**src/rtl/mult_seq_pkg.sv**
```systemverilog
// Shared types and defaults for the multiplier sequencer and its wait timer.
package mult_seq_pkg;

    localparam int DEF_N           = 4;
    localparam int DEF_WAIT_CYCLES = 2 * DEF_N;

    typedef enum logic [1:0] {
        IDLE  = 2'd0,
        START = 2'd1,
        WAIT  = 2'd2,
        HOLD  = 2'd3
    } state_t;

endpackage

```
**src/rtl/wait_timer.sv**
```systemverilog
// Down-counter that gives the external Multiplier its settling time.
module wait_timer #(
    parameter int W = 3
) (
    input  logic         clock,
    input  logic         reset,
    input  logic         load,
    input  logic [W-1:0] value,
    output logic         expired
);

    logic [W-1:0] count_q;
    logic [W-1:0] count_d;

    // Counts down to zero and parks there until the next load.
    always_comb begin
        count_d = count_q;
        if (load) begin
            count_d = value;
        end else if (count_q != '0) begin
            count_d = count_q - 1'b1;
        end
    end

    always_ff @(posedge clock) begin
        if (reset) begin
            count_q <= '0;
        end else begin
            count_q <= count_d;
        end
    end

    assign expired = (count_q == '0);

endmodule

```
**src/rtl/mult_sequencer.sv**
```systemverilog
// Drives one job at a time through an external Multiplier: capture operands,
// pulse start, wait for settling, then hold the product until it is consumed.
module mult_sequencer
    import mult_seq_pkg::*;
#(
    parameter int N           = DEF_N,
    parameter int WAIT_CYCLES = 2 * N
) (
    input  logic           clock,
    input  logic           reset,
    input  logic           in_valid,
    output logic           in_ready,
    input  logic [N-1:0]   a_in,
    input  logic [N-1:0]   b_in,
    output logic           start,
    output logic [N-1:0]   M,
    output logic [N-1:0]   Qin,
    input  logic [2*N-1:0] AQ,
    output logic           res_valid,
    input  logic           res_ready,
    output logic [2*N-1:0] product,
    output logic [15:0]    job_count,
    output state_t         dbg_state_o
);

    localparam int CW = (WAIT_CYCLES > 1) ? $clog2(WAIT_CYCLES) : 1;
    localparam logic [CW-1:0] WAIT_LOAD = CW'(WAIT_CYCLES - 1);

    state_t         state_q;
    logic           start_q;
    logic           res_valid_q;
    logic [N-1:0]   m_q;
    logic [N-1:0]   qin_q;
    logic [2*N-1:0] product_q;
    logic [15:0]    job_count_q;
    logic           timer_load;
    logic           timer_expired;

    // Timer is loaded during START so it reads WAIT_CYCLES-1 on the first WAIT cycle.
    assign timer_load = (state_q == START);

    wait_timer #(.W(CW)) u_wait_timer (
        .clock   (clock),
        .reset   (reset),
        .load    (timer_load),
        .value   (WAIT_LOAD),
        .expired (timer_expired)
    );

    always_ff @(posedge clock) begin
        if (reset) begin
            state_q     <= IDLE;
            start_q     <= 1'b0;
            res_valid_q <= 1'b0;
            m_q         <= '0;
            qin_q       <= '0;
            product_q   <= '0;
            job_count_q <= '0;
        end else begin
            start_q <= 1'b0;
            case (state_q)
                IDLE: begin
                    if (in_valid) begin
                        m_q     <= a_in;
                        qin_q   <= b_in;
                        start_q <= 1'b1;
                        state_q <= START;
                    end
                end
                START: begin
                    state_q <= WAIT;
                end
                WAIT: begin
                    if (timer_expired) begin
                        product_q   <= AQ;
                        res_valid_q <= 1'b1;
                        state_q     <= HOLD;
                    end
                end
                HOLD: begin
                    if (res_ready) begin
                        res_valid_q <= 1'b0;
                        job_count_q <= job_count_q + 16'd1;
                        state_q     <= IDLE;
                    end
                end
                default: begin
                    state_q <= IDLE;
                end
            endcase
        end
    end

    assign in_ready    = (state_q == IDLE);
    assign start       = start_q;
    assign M           = m_q;
    assign Qin         = qin_q;
    assign res_valid   = res_valid_q;
    assign product     = product_q;
    assign job_count   = job_count_q;
    assign dbg_state_o = state_q;

endmodule
```
**config.mk**
```make
export PLATFORM = sky130hd
export DESIGN_NAME = mult_sequencer
export DESIGN_NICKNAME = d
export VERILOG_FILES = /design/src/rtl/mult_seq_pkg.sv /design/src/rtl/wait_timer.sv /design/src/rtl/mult_sequencer.sv
export SDC_FILE = /design/constraint.sdc
export NUM_CORES = 1
export LEC_CHECK = 0
export BUFFER_PORTS_ARGS = -buffer_cell sky130_fd_sc_hd__clkbuf_2
export CAP_MARGIN = 30
export CORE_MARGIN = 2
export CORE_UTILIZATION = 49
export CTS_CLUSTER_DIAMETER = 200
export DETAILED_ROUTE_END_ITERATION = 10
export GPL_TIMING_DRIVEN = 0
export MAX_ROUTING_LAYER = met4
export PLACE_DENSITY_LB_ADDON = 0.25
export SETUP_SLACK_MARGIN = 0.02
export SYNTH_ARGS = -nofsm -noshare
export SYNTH_HDL_FRONTEND = slang
export SYNTH_HIERARCHICAL = 1
export SYNTH_SLANG_ARGS = --single-unit
```
**constraint.sdc**
```tcl
create_clock -name clock -period 2.1 [get_ports clock]
set_input_delay 0.42 -clock clock [delete_from_list [all_inputs] [get_ports clock]]
set_output_delay 0.42 -clock clock [all_outputs]
set_load 0.1 [all_outputs]
```
Yosys cells after proc, flatten, opt, wreduce, memory -nomap -nowiden
Index checks and enable logic that the tools add are counted.

storage, ports and cells
  register bits = 39
  bits in latches = 0
  RAM bits = 0
  bits in read-only memories = 0
  input bits = 20
  output and inout bits = 37
  logic and storage cells = 38
  memories = 0

operators by class
  add/subtract/negate cells = 2
  multiply operators = 0
  div/mod/pow operators = 0
  magnitude comparators = 0
  eq/ne operators = 6
  shift operators = 0
  multiplexer cells = 10
  bitwise gates (word level) = 1
  reduce and logical (&&, ||, !) cells = 11

operators by type and width
  operator                                                                number
  16-bit by 1-bit adder with 16-bit output (second input constant)        1
  2-bit one-hot mux with 4 select lines                                   1
  2-bit 2-to-1 mux                                                        3
  3-bit 2-to-1 mux                                                        2
  2-bit inequality test (second input constant)                           3
  2-bit AND reduction                                                     3
  3-bit AND reduction                                                     2
  2-bit equality test (second input constant)                             2
  2-bit nonzero test                                                      2
  3-bit zero test                                                         1
  1-bit 2-to-1 mux                                                        3
  3-bit nonzero test                                                      1
  3-bit by 1-bit subtractor with 3-bit output (second input constant)     1
  2-bit by 1-bit equality test with 1-bit output (second input constant)  1
  2-bit zero test                                                         1
  1-bit one-hot mux with 2 select lines                                   1
  2-bit OR reduction                                                      1
  1-bit NOT                                                               1

Depth between registers and ports, before layout
Gate-level depths: netlist (run 1).

  word-level depth = 3
  gate-level depth with buffers = 8
  mapped depth without buffers = 8

Cells and area by module
Netlist (run 1), hierarchy kept.

by module, submodules not included
  module          instances  cells an instance  area an instance (um^2)
  mult_sequencer  1          183                1522.7
  wait_timer      1          22                 206.4

Worst setup path after synthesis (run 1)
Ideal clock, no wire load.

  kind = register to register
  from = register state_q[0] (netlist: dbg_state_o[0])
  to = register state_q[1] (netlist: dbg_state_o[1])
  library setup time = 0.128 ns
  arrival time = 2.829 ns
  data required time = 1.972 ns
  slack = -0.857 ns
  stages on the path, launching flop included = 7
  buffers on the path = 1
  cells stage by stage = dfxtp_1 inv_1 ha_1 clkbuf_1 a222oi_1 mux2i_1 nor2_1

between the ends
  word-level cells in the longest chain between the ends = 3
  elaborated cells between the ends (all ways) = 9

ends and longest elaborated chain
  item                             RTL line              source
  start, declared                  mult_sequencer.sv:29  state_t state_q;
  start signal, assigned           mult_sequencer.sv:52  state_q <= IDLE;
  start signal, assigned           mult_sequencer.sv:67  state_q <= START;
  start signal, assigned           mult_sequencer.sv:71  state_q <= WAIT;
  2-bit zero test (*)              -
  named net in_ready               mult_sequencer.sv:12  output logic in_ready,
  2-bit inequality test (no line)  -
  3-bit AND reduction (no line)    -

The timed path passes the listed nets; every way through them passes the cells marked *.
A chain may end at the register's enable or synchronous reset.

Worst setup path in the final report (run 1)
  from = register state_q[0] (netlist: dbg_state_o[0])
  to = output port in_ready

between the ends
  word-level cells in the longest chain between the ends = 1

ends and longest elaborated chain
  item             RTL line              source
  2-bit zero test  mult_sequencer.sv:94  assign in_ready = (state_q == IDLE);
  end, declared    mult_sequencer.sv:12

No other way between the ends.

==> results by group, run 1 <==
Synth
  – Async SR Flop Fraction: 0%
  – Mapped Area: 1730 sq um
  – Number of enable flip-flop cells after synthesis: 0
  – Post-synthesis mux area share: 1.23%
  – Synth area leader: dfxtp_1
  – Largest family of logic cells by synthesized area: simple AND/OR/NAND/NOR gates
  – Complex-gate fraction of the synthesized area: 11.2%
  – Yosys top cell area share: a little under half
  – Gate Count Post-Synth: 205
  – Register area share after synthesis: 45.2%
  – Synth Area in XOR/XNOR: 5.07%
  – YS warnings: 6
  – Netlist cell types: 35
  – Area contributors post-synth: dfxtp_1 (45%), a21oi_1 (6.4%), nand3_1 (6.1%), nand2_1 (5.9%), ha_1 (5.8%)
  – Synth top cells by count: dfxtp_1 (39), nand2_1 (27), a21oi_1 (22)
  – Syn Area/Cell: around 8.4 sq um
  – Adder-Cell Fraction of Synth Area: 5.79%
  – Synth Area in Simple Gates: 27.1%
  – Post-synth top flop: dfxtp_1
  – Post-synthesis sequential element count: 39
  – Most frequent cell after synthesis: dfxtp_1

Detailed routing
  – Pre-antenna DRT Iters: 4
  – Vias per cell: 5.07
  – WL final: 3590 um
  – Metal2 WL: 1710 um
  – Met3 wire len: 187 um
  – Routed len/inst: 11.4 um
  – Met1 wire length: 1670 um
  – Post-detailed-route count of antenna-violating nets: 0
  – Initial DRC Count: 67
  – Uppermost layer routed: met4
  – DRC: 0
  – Via count: 1603

Worst setup path
  – Worst path slowest cell: clkbuf_2
  – Crit path cell chain: inv_1 -> ha_4 -> clkbuf_2
  – Critical Path AT: 1.46 ns
  – CP bufs+invs: 2
  – Crit end category: primary output
  – Crit start category: flip-flop
  – Crit path max-delay family: buffers and inverters
  – WS Path Type: reg -> out
  – Biggest cell delay along the critical path: about 0.44 ns
  – CP max FO: 5
  – Required time worst endpoint: 1.68 ns

Clocking
  – CTS sink cnt: 39
  – Clock buffer depth: 2
  – Worst-path clk slew: 0.12 ns
  – Post-cts sizing count: 0
  – H-tree depth: 2
  – Worst-Skew Late Latency: 0.35 ns
  – TritonCTS clock tree: yes
  – CTS root buffer: clkbuf_4
  – Total CTS buffers: 5
  – Post-CTS Setup Repair Bufs: 0
  – Cts-stage hold buffer count: 0

Global route
  – Vias in the first global route: 1378
  – Overall routing resource usage: 19.4%
  – Largest net degree at the start of global routing: 14
  – Antenna violations before repair: 0
  – GR Overflow Total: 0
  – Global-route wire length before repair: 6070 um

Floorplan
  – IO Pins: 57
  – Core ar.: 3360 sq um
  – Die Y: 63.4 um
  – Initial Util: about 50%
  – Die footprint: 4020 sq um
  – Die width: 63.4 um
  – Core Rows: 21

Cells and area
  – Antenna diodes: 0
  – # nets final: 297
  – Layout cells sized above 1: 30.4%
  – Synth-to-layout area growth: 25.8%
  – Final non-filler cell total: 316

Placement
  – IO buf count: 55
  – Placer Congestion: 0.760
  – DP Cell Count: 308
  – Detailed Place HPWL: 2730 um

Timing
  – Unrepaired setup endpoints after global routing: false
  – Worst Clk Skew: ~0.018 ns
  – Slew Viols, Final: 0
  – Slew @ Worst Pin: 0.553 ns
  – Max Clock Freq: 533 MHz
  – Final Cycle Share: about nine tenths
  – Fin Hold WS: 0.293 ns
  – Fin Setup TNS: 0 ns
  – Crit path time final: roughly 1.9 ns
  – Final setup viols: 0
  – Final Hold Viols: 0
  – Slew HR: approximately 63%

Worst hold path
  – Worst Hold Class: in -> reg

Pwr
  – Peak VDD IR: 534 uV
  – Power Density: 1230 nW/um^2
  – Lkg Pwr: 0.905 nW

Run
  – Number of max-cap violations: 0

Outcome
  – Status: finished clean
## through the flow
| step | instance area, sq um | power [mW] | worst slack, ns | utilization (%) |
|---|---|---|---|---|
| 3_5_place_dp | 2100 | 2.25 | 0.250 | 62.4 |
| 2_1_floorplan | 1770 | 2.05 | 0.0299 | - |
| 3_3_place_gp | 2100 | 2.23 | 0.298 | 62.4 |
| 6_report | 2180 | 2.68 | 0.223 | 64.7 |
| 4_1_cts | 2180 | 2.71 | 0.205 | 64.7 |
| 5_1_grt | 2180 | 2.85 | 0.0244 | 64.7 |
## cell families (layout without fill, tap and decap cells)
| family | after synthesis | after routing |
|---|---|---|
| XOR/XNOR | 10 | 10 |
| adder cells (fa/ha/maj) | 8 | 8 |
| buffers and inverters | 19 | 82 |
| other | 1 | 3 |
| AO/OA/AOI/OAI | 32 | 32 |
| AND/OR/NAND/NOR | 94 | 94 |
| multiplexers | 2 | 2 |
| flip-flops | 39 | 39 |
## power by group
part / total [mW] / switching, mW / internal (mW) / leakage, nW
clock: 0.452 / 0.249 / 0.203 / 0.0434
combinational: 1.31 / 1.01 / 0.299 / 0.539
sequential: 0.919 / 0.0689 / 0.850 / 0.322
total: 2.68 / 1.33 / 1.35 / 0.905
## flip-flops by register name (all words and copies together), names as in the netlist
name and cells:
Qin 4, dbg_state_o 2, product 8, res_valid 1, M 4, start 1, u_wait_timer/count_q 3, job_count 16
## layout make-up
class	count	area (sq um)
Inverter	10	37.5
Tap cell	46	57.6
Sequential cell	39	798
Timing Repair Buffer	55	275
Buffer	9	36.3
Fill cell	341	1190
Clock buffer	6	62.6
Multi-Input combinational cell	149	895
Clock inverter	2	13.8
## routing by layer
| metal | track usage (%) | vias up |
|---|---|---|
| met2 | 30.4 | 46 |
| met3 | 6.43 | 2 |
| met4 | 5.98 | 0 |
| li1 | - | 827 |
| met5 | - | - |
| met1 | 23.8 | 728 |
## worst min-delay path, cell delays in order
cell and delay (ns):
clkbuf_2 0.08, nand3_1 0.05, a21oi_1 0.05
## path summary, 6_finish.rpt
| path | from | endpoint | slack, ns | cells past startpoint |
|---|---|---|---|---|
| hold / removal | b_in[2] | Qin[2]$_SDFFE_PP0P_ | 0.29 | 3 |
| setup reg to reg | dbg_state_o[0]$_SDFFE_PP0P_ | dbg_state_o[1]$_SDFFE_PP0P_ | 0.24 | 6 |
| hold reg to reg | product[1]$_SDFFE_PP0P_ | product[1]$_SDFFE_PP0P_ | 0.46 | 2 |
| setup / recovery | dbg_state_o[0]$_SDFFE_PP0P_ | in_ready | 0.22 | 3 |
## cell usage in the layout, fill, tap and decap left out, types with 7 or more instances in the layout
master,synthesis,layout
dfxtp_1,39,29
nand3_1,21,21
dfxtp_2,0,8
inv_1,10,10
clkbuf_2,0,55
a21oi_1,22,22
nor2_1,17,17
ha_1,8,7
nand2_1,27,27
xnor2_1,8,8
(Power assumes the default switching activity.)
==> run 2: changes to the inputs <==
CORE_ASPECT_RATIO = 2   (was unset)
CTS_BUF_LIST = sky130_fd_sc_hd__clkbuf_16   (was unset)
==> run 2 against run 1 <==
Net effect: first-iteration DRC count down 45%; cell count down 4.4%; worst setup slack better by 0.053 ns; clock-buffer cell count down 1; critical path type is now reg -> reg.
==> results by group, run 2 (same netlist as run 1, synthesis figures left out) <==
Clocking
  – Clock buffer depth: 2 (unchanged)
  – Cts-stage hold buffer count: 0 (unchanged)
  – H-tree depth: 2 (unchanged)
  – Post-cts sizing count: 0 (unchanged)
  – Total CTS buffers: 5 (unchanged)
  – CTS root buffer: clkbuf_16
  – Worst-Skew Late Latency: 0.28 ns (-0.07 ns)
  – Worst-path clk slew: 0.06 ns (-0.06 ns)
  – Post-CTS Setup Repair Bufs: 0 (unchanged)
  – CTS sink cnt: 39 (unchanged)
  – TritonCTS clock tree: yes

Timing
  – Final Cycle Share: 86.8% (-2.5 points)
  – Slew Viols, Final: 0 (unchanged)
  – Final Hold Viols: 0 (unchanged)
  – Slew @ Worst Pin: 0.552 ns (-0.000866 ns)
  – Max Clock Freq: 548 MHz (+2.9%)
  – Slew HR: 63.3% (about the same)
  – Final setup viols: 0 (unchanged)
  – Worst Clk Skew: 0.00457 ns (-0.0136 ns)
  – Final Worst Setup Slack: 0.276 ns (+0.0533 ns)
  – Crit path time final: 1.82 ns (-0.0533 ns)
  – Unrepaired setup endpoints after global routing: false
  – Fin Setup TNS: 0 ns (unchanged)

Pwr
  – Power share of the clock group: 23.9% (+7.0 points)
  – Peak VDD IR: 867 uV (+62%)
  – Sw power: 1.37 mW (+3.3%)
  – Power Density: 1330 nW/um^2 (+8.0%)
  – Reg power frac: 31.3% (-3.0 points)
  – Lkg Pwr: 0.932 nW (+3.0%)
  – Combinational Power Share: 44.8% (-4.0 points)
  – Internal power: 1.58 mW (+17%)
  – Switching Fraction: 46.5% (-3.1 points)

Run
  – Number of max-cap violations: 0 (unchanged)

Cells and area
  – Antenna diodes: 0 (unchanged)
  – # fillers: 330 (-3.2%)
  – Commonest non-fill, non-tap cell in the layout: clkbuf_2
  – Layout cells sized above 1: 29.3% (-1.1 points)
  – # nets final: 297 (unchanged)
  – Flip-flop count of the largest register after layout: 16 (unchanged)
  – Final instance area: 2220 sq um (+2.0%)
  – Commonest cells after routing, fill and taps aside: clkbuf_2 (55), dfxtp_1 (29), nand2_1 (27)
  – Synth-to-layout area growth: 28.3%

Floorplan
  – Die footprint: 4050 sq um (+0.71%)
  – Die width: 46.0 um (-27%)
  – Core ar.: 3380 sq um (+0.45%)
  – Initial Util: 51.2% (-0.23 points)
  – Core Rows: 30 (+43%)
  – IO Pins: 57 (unchanged)
  – Die Y: 88.0 um (+39%)

Worst setup path
  – WS Path Type: reg -> reg
  – Worst path slowest cell: a222oi_1
  – Biggest cell delay along the critical path: 0.54 ns (+0.10 ns)
  – CP bufs+invs: 2 (unchanged)
  – Required time worst endpoint: 2.25 ns (+0.57 ns)
  – Crit path max-delay family: compound AO/OA/AOI/OAI gates
  – CP max FO: 10 (+5)
  – Critical Path AT: 1.97 ns (+0.51 ns)
  – Crit start category: flip-flop
  – Crit path cell chain: inv_1 -> ha_4 -> clkbuf_1 -> a222oi_1 -> mux2i_1 -> nor2_1
  – Crit end category: flip-flop

Worst hold path
  – Worst Hold Class: in -> reg

Global route
  – Antenna violations before repair: 0 (unchanged)
  – Largest net degree at the start of global routing: 12 (-2)
  – Overall routing resource usage: 22.0% (+2.5 points)
  – GR Overflow Total: 0 (unchanged)
  – Vias in the first global route: 1476 (+7.1%)
  – Global-route wire length before repair: 6430 um (+6.0%)

Placement
  – Detailed Place HPWL: 3010 um (+10%)
  – IO buf count: 55 (unchanged)
  – Placement Setup Slack: 0.288 ns (+0.0381 ns)
  – Placer Congestion: 0.746 (-1.9%)
  – Placed instance area: 2080 sq um (-0.83%)

Detailed routing
  – WL final: 4020 um (+12%)
  – Pre-antenna DRT Iters: 4 (unchanged)
  – Post-detailed-route count of antenna-violating nets: 0 (unchanged)
  – Vias per cell: 5.38 (+6.1%)
  – DRC: 0 (unchanged)
  – Via count: 1626 (+1.4%)
  – Routed len/inst: 13.3 um (+17%)
  – Initial DRC Count: 37 (-45%)

Outcome
  – Status: finished clean
run 2: cell types whose count changed in the layout (fill, tap and decap cells not counted), sizes merged:
cell	delta
clkbuf	-1
inv	+1
run 2: power groups by stage:
| stage | Sequential [mW] | Combinational, mW | Clock (mW) |
|---|---|---|---|
| 2_1_floorplan | 1.42 | 0.632 | 0 |
| 3_3_place_gp | 0.939 | 1.30 | 0 |
| 3_5_place_dp | 0.941 | 1.32 | 0 |
| 4_1_cts | 0.927 | 1.33 | 0.719 |
| 5_1_grt | 0.940 | 1.42 | 0.749 |
| 6_report | 0.925 | 1.32 | 0.705 |
run 2: per-stage QoR:
step	util (%)	hold WS (ns)	power [mW]	std cells
global route	65.7	0.376	3.11	302
floorplan	-	0.488	2.05	207
detailed placement	61.6	0.445	2.26	294
global placement	61.6	0.443	2.24	294
finish	65.7	0.370	2.95	302
CTS	65.7	0.370	2.97	302
run 2: area by class of cell:
cell class	count	area [sq um]	share of cell area [%]
Clock buffer	5	125	5.64
Inverter	10	37.5	1.69
Buffer	9	36.3	1.64
Tap cell	32	40.0	1.80
Clock inverter	3	11.3	0.508
Multi-Input combinational cell	149	895	40.3
Sequential cell	39	798	36.0
Timing Repair Buffer	55	275	12.4
run 2: worst paths after layout:
| check | endpoint | cells after the start | slack [ns] | from |
|---|---|---|---|---|
| worst max-delay path | dbg_state_o[1]$_SDFFE_PP0P_ | 6 | 0.28 | dbg_state_o[0]$_SDFFE_PP0P_ |
| worst min-delay path | product[1]$_SDFFE_PP0P_ | 3 | 0.37 | AQ[1] |
| worst max register to register | dbg_state_o[1]$_SDFFE_PP0P_ | 6 | 0.28 | dbg_state_o[0]$_SDFFE_PP0P_ |
| worst min register to register | product[1]$_SDFFE_PP0P_ | 2 | 0.45 | product[1]$_SDFFE_PP0P_ |
run 2: metal layers:
metal / global-route usage, % / wire [um] / vias up
met4: 8.05 / 61 / 0
met5: - / 0 / -
met1: 22.3 / 1560 / 754
met2: 39.1 / 2270 / 41
met3: 4.33 / 134 / 6
li1: - / - / 825
run 2: worst register-to-register path: cells and delay by family, from the launching register on:
kind,cells,cell delay (ns)
muxes,1,0.25
buffers and inverters,2,0.31
AOI/OAI and AO/OA,1,0.54
adders and majority gates,1,0.18
and+or+nand+nor,1,0.05
DFF,1,0.36
